==> src/rtl/rgb_pwm_ctrl.sv <==
// PWM front end for the iCE40 hard RGB LED driver: three duty channels, a shared
// period counter, and a command port that loads or fades duties on period boundaries.
`timescale 1ns/1ps

module rgb_pwm_ctrl #(
    parameter int unsigned PWM_BITS = 8,
    parameter int unsigned PRESCALE = 16
) (
    input  logic                  clk,
    input  logic                  reset,
    input  logic                  cmd_valid,
    output logic                  cmd_ready,
    input  logic [3*PWM_BITS-1:0] cmd_rgb,
    input  logic                  cmd_fade,
    output logic [2:0]            rgb_pwm,
    output logic                  led_en,
    output logic                  period_start,
    output logic                  busy
);

    localparam int unsigned PS_W = (PRESCALE > 1) ? $clog2(PRESCALE) : 1;
    localparam logic [PS_W-1:0]     PS_LAST  = PS_W'(PRESCALE - 1);
    localparam logic [PWM_BITS-1:0] CNT_LAST = PWM_BITS'((1 << PWM_BITS) - 2);

    typedef enum logic [1:0] {
        IDLE    = 2'd0,
        PENDING = 2'd1,
        FADING  = 2'd2
    } state_t;

    state_t                     state, state_nxt;
    logic [PS_W-1:0]            psc;
    logic [PWM_BITS-1:0]        cnt;
    logic [2:0][PWM_BITS-1:0]   duty, target, stepped, duty_nxt;
    logic                       tick, boundary, accept;
    logic                       ready_nxt, busy_nxt;

    assign tick     = (psc == PS_LAST);
    assign boundary = tick && (cnt == CNT_LAST);
    assign accept   = cmd_valid && cmd_ready;

    // Prescaler and period counter; the wrap tick is the only point duties may change
    always_ff @(posedge clk or posedge reset) begin
        if (reset) begin
            psc <= '0;
            cnt <= '0;
        end else begin
            psc <= tick ? '0 : psc + PS_W'(1);
            if (tick) cnt <= boundary ? '0 : cnt + PWM_BITS'(1);
        end
    end

    // One fade step per channel toward its target, saturating at the target
    always_comb begin
        stepped = duty;
        for (int n = 0; n < 3; n++) begin
            if (duty[n] < target[n])      stepped[n] = duty[n] + PWM_BITS'(1);
            else if (duty[n] > target[n]) stepped[n] = duty[n] - PWM_BITS'(1);
        end
    end

    always_comb begin
        duty_nxt = duty;
        if (boundary) begin
            if (state == PENDING)     duty_nxt = target;
            else if (state == FADING) duty_nxt = stepped;
        end
    end

    // FSM state register
    always_ff @(posedge clk or posedge reset) begin
        if (reset) state <= IDLE;
        else       state <= state_nxt;
    end

    // FSM next-state
    always_comb begin
        state_nxt = state;
        case (state)
            IDLE:    if (accept) state_nxt = cmd_fade ? FADING : PENDING;
            PENDING: if (boundary) state_nxt = IDLE;
            FADING:  if (boundary && (stepped == target)) state_nxt = IDLE;
            default: state_nxt = IDLE;
        endcase
    end

    // FSM outputs, computed from the next state so the registered copies line up with it
    always_comb begin
        ready_nxt = 1'b0;
        busy_nxt  = 1'b1;
        if (state_nxt == IDLE) begin
            ready_nxt = 1'b1;
            busy_nxt  = 1'b0;
        end
    end

    always_ff @(posedge clk or posedge reset) begin
        if (reset) begin
            duty         <= '0;
            target       <= '0;
            led_en       <= 1'b0;
            cmd_ready    <= 1'b1;
            busy         <= 1'b0;
            period_start <= 1'b0;
            rgb_pwm      <= '0;
        end else begin
            duty         <= duty_nxt;
            if (accept) target <= cmd_rgb;
            if (boundary) led_en <= (duty_nxt != '0);
            cmd_ready    <= ready_nxt;
            busy         <= busy_nxt;
            period_start <= boundary;
            for (int n = 0; n < 3; n++) rgb_pwm[n] <= (cnt < duty[n]);
        end
    end

endmodule
==> config.mk <==
export PLATFORM = sky130hd
export DESIGN_NAME = rgb_pwm_ctrl
export DESIGN_NICKNAME = d
export VERILOG_FILES = /design/src/rtl/rgb_pwm_ctrl.sv
export SDC_FILE = /design/constraint.sdc
export NUM_CORES = 1
export LEC_CHECK = 0
export ABC_AREA = 1
export CORE_MARGIN = 2
export CORE_UTILIZATION = 50
export CTS_BUF_LIST = sky130_fd_sc_hd__clkbuf_16
export DETAILED_ROUTE_END_ITERATION = 6
export PLACE_DENSITY = 0.75
export REMOVE_ABC_BUFFERS = 1
export SLEW_MARGIN = 20
export SYNTH_ARGS = -nofsm -noshare
export SYNTH_HDL_FRONTEND = slang
export SYNTH_SLANG_ARGS = --single-unit
==> constraint.sdc <==
create_clock -name clk -period 2.5 [get_ports clk]
set_input_delay 0.25 -clock clk [delete_from_list [all_inputs] [get_ports clk]]
set_output_delay 0.25 -clock clk [all_outputs]
set_load 0.05 [all_outputs]
==> results of run 1 <==
==> cell usage after synthesis, types with 5 or more instances <==
master / count
ha_1: 54
o21ai_0: 47
nand2_2: 6
nor3_1: 7
nand4_1: 7
o21ai_1: 5
nor2_1: 45
dfrtp_1: 68
o211ai_1: 6
nand2_1: 271
nand3_1: 104
inv_1: 117
a221oi_1: 17
a21oi_1: 22
clkbuf_1: 10
==> repair_timing <==
action / in CTS / in global routing
gates cloned: 0 / 2
gates resized for setup: 3 / 192
setup buffers: 2 / 19
pin swaps: 1 / 56
endpoints found under the hold margin: 0 / 0
endpoints found under the setup margin: 4 / 4
==> routing by layer <==
layer | wire, microns | track usage | vias to the layer above
li1 | - | - | 3074
met1 | 7690 | 0.356 | 2955
met2 | 9320 | 0.460 | 341
met3 | 1700 | 0.0779 | 101
met4 | 1140 | 0.132 | 0
met5 | 0 | 0 | -
==> worst paths after layout <==
check	start	endpoint	slack, ps	cells after the start
min	reset	target[2]	300	3
min reg2reg	psc[1]	psc[1]	490	1
max in group asynchronous	reset	cmd_ready	1840	3
min in group clk	cmd_rgb[2]	target[2]	460	3
max	target[5]	led_en	-60	17
max reg2reg	target[5]	led_en	-60	17
==> kinds of logic (layout without fill, tap and decap cells) <==
family                   after synthesis  in the layout  share of synthesized area
buffers and inverters                135            294                     0.0932
XOR/XNOR                               4              4                    0.00618
AO/OA/AOI/OAI                        113            113                      0.126
flip-flops                            69             69                      0.305
adder cells (fa/ha/maj)               54             54                      0.119
AND/OR/NAND/NOR                      459            461                      0.351
==> critical path: stages, from the launching register on <==
cell	delay, ps
dfrtp_1	380
inv_2	80
ha_4	210
a21oi_2	140
nor2_2	70
nor2_4	140
buf_12	150
buf_6	140
nand3_4	90
nand2_2	90
nand2_1	90
nand3_1	90
nand2_1	60
o21ai_0	120
inv_1	140
nor3_2	190
nand3b_1	90
o21a_1	180
==> cell type report <==
| type | instances | area (sq um) |
|---|---|---|
| Multi-Input combinational cell | 632 | 4210 |
| Fill cell | 772 | 2660 |
| Sequential cell | 69 | 1730 |
| Timing Repair Buffer | 159 | 1380 |
| Inverter | 119 | 447 |
| Clock buffer | 9 | 225 |
| Tap cell | 140 | 175 |
| Clock inverter | 7 | 106 |
==> registers in the layout (all words and copies together), names as in the netlist <==
| register | count |
|---|---|
| busy | 1 |
| cmd_ready | 1 |
| period_start | 1 |
| cnt | 8 |
| duty | 24 |
| psc | 4 |
| led_en | 1 |
| state | 2 |
| rgb_pwm | 3 |
| target | 24 |
==> per-stage QoR <==
stage / std cells / setup TNS [ps] / instance area, sq um
floorplan: 818 / 0 / 5580
finish: 1135 / -101 / 8270
global placement: 1096 / 0 / 6920
detailed placement: 1096 / -65.6 / 6920
CTS: 1114 / 0 / 7270
global route: 1135 / -713 / 8270
==> power groups by stage <==
| stage | Combinational, mW | Sequential [mW] | Clock, mW |
|---|---|---|---|
| 2_1_floorplan | 1.23 | 1.56 | 0 |
| 6_report | 3.36 | 1.50 | 1.47 |
| 5_1_grt | 3.63 | 1.52 | 1.52 |
| 4_1_cts | 2.48 | 1.48 | 1.48 |
| 3_3_place_gp | 2.43 | 1.49 | 0 |
| 3_5_place_dp | 2.45 | 1.50 | 0 |
==> metrics.md, run 1 <==
| Metric | Value |
|---|---|
| DR vias/cell | `5.70` |
| MaxCap Viol Count | `0` |
| Largest net degree at the start of global routing | `70` |
| Failing checks | `setup timing` |
| ANT nets after route | `0` |
| Top cell type's share of synthesized area | `0.300` |
| Lkg Pwr | `4.35 nW` |
| Clk pwr share | `0.232` |
| Ys flop type | `dfrtp_1` |
| Count of cell types in the netlist | `36` |
| Area delta synth->final | `46.1%` |
| Leading post-synthesis cells by cell area | `dfrtp_1 (30%), nand2_1 (18%), ha_1 (12%)` |
| CTS max path bufs | `2` |
| Final hold violations | `0` |
| Yosys warns | `0` |
| Max_slew headroom | `0.556` |
| Ratio of cells with drive above 1 in the final layout | `0.323` |
| Most common cell after layout, fill and taps aside | `nand2_1` |
| Vias in the first global route | `5915` |
| H-tree depth | `3` |
| Worst skew pair latency | `350 ps` |
| Initial antenna violation count | `0` |
| Status | `finished with violations` |
| P_int | `3.63 mW` |
| Final Critical Period | `2560 ps` |
| Pwr per Cell Area | `765 nW/um^2` |
| Crit path capture type | `flop` |
| Min-delay worst type | `input port to async pin` |
| Wire per inst | `17.5 microns` |
| # hold bufs at CTS | `0` |
| Final setup vio count | `3` |
| DR iter-0 viols | `541` |
| Fmax | `0.391 GHz` |
| Seq/Total Area, Yosys | `0.305` |
| Routed WL | `19900 microns` |
| Vias post-DR | `6471` |
| Die X-Extent | `110 microns` |
| Yosys reg bits | `69` |
| Slew Viols, Final | `0` |
| PortBufs | `34` |
| TritonCTS clock tree | `built` |
| Overall Power | `6.33 mW` |
| Most frequent cells in the layout | `nand2_1 (214), buf_4 (111), inv_1 (95), nand3_1 (72), dfrtp_1 (68)` |
| P_sw | `2.70 mW` |
| Hpwl dp | `12500 microns` |
| Num CTS Buffers | `9` |
| Cells after Synth | `834` |
| Post-route clock period utilization | `1.02` |
| Drt pass-1 iters | `6` |
| Layout Nets | `1072` |
| Total Routing Usage GR | `0.285` |
| Number of flops mapped to enable cells by yosys | `0` |
| Clock skew | `7.55 ps` |
| Final Worst Setup Slack | `-56.9 ps` |
| Hold Slack | `298 ps` |
| # IOs | `35` |
| First-pass GRT wire length | `28400 microns` |
| Startpoint types | `flop` |
| RSZ-0062 raised after global routing | `true` |
| Switching Share | `0.426` |
| CP required | `2740 ps` |
| Last weighted congestion value of the routability-driven placer | `0.951` |
| Ys async rst share | `1.00` |
| Total clock sinks | `69` |
| Crit path kind | `flop to flop` |
| Initial Util | `0.518` |
| Share of power burned in registers | `0.237` |
| Worst slack, placed | `-32.7 ps` |
| # DRC | `0` |
| Clock Pin Slew Worst Setup and Hold Paths | `60 ps` |
| Die height | `110 microns` |
| # diodes | `0` |
| Cell accounting for the most synthesized area | `dfrtp_1` |
| Peak supply drop | `0.535 mV` |
| Mapped Area | `5660 sq um` |
| Core box area | `10900 sq um` |
| Core Rows | `38` |
| Finished Core Util | `0.757` |
| Remaining global-route overflow | `0` |
| Root Driver | `clkbuf_16` |
| Worst-margin pin slew | `664 ps` |
| CP Data Arrival Time | `2800 ps` |
| Synth Area per Inst | `6.79 sq um` |
| Comb power frac | `0.530` |
| Die ar. | `12200 sq um` |
| Critical Path Fanout Max | `6` |
(Power assumes the default switching activity.)
==> inputs of run 2 (changes only) <==
--- a/config.mk
+++ b/config.mk
@@ -16,3 +16,4 @@
 export SYNTH_ARGS = -nofsm -noshare
 export SYNTH_HDL_FRONTEND = slang
 export SYNTH_SLANG_ARGS = --single-unit
+export TNS_END_PERCENT = 100
==> results of run 2 <==
Final layout, timing and power as in run 1 (identical DEF).
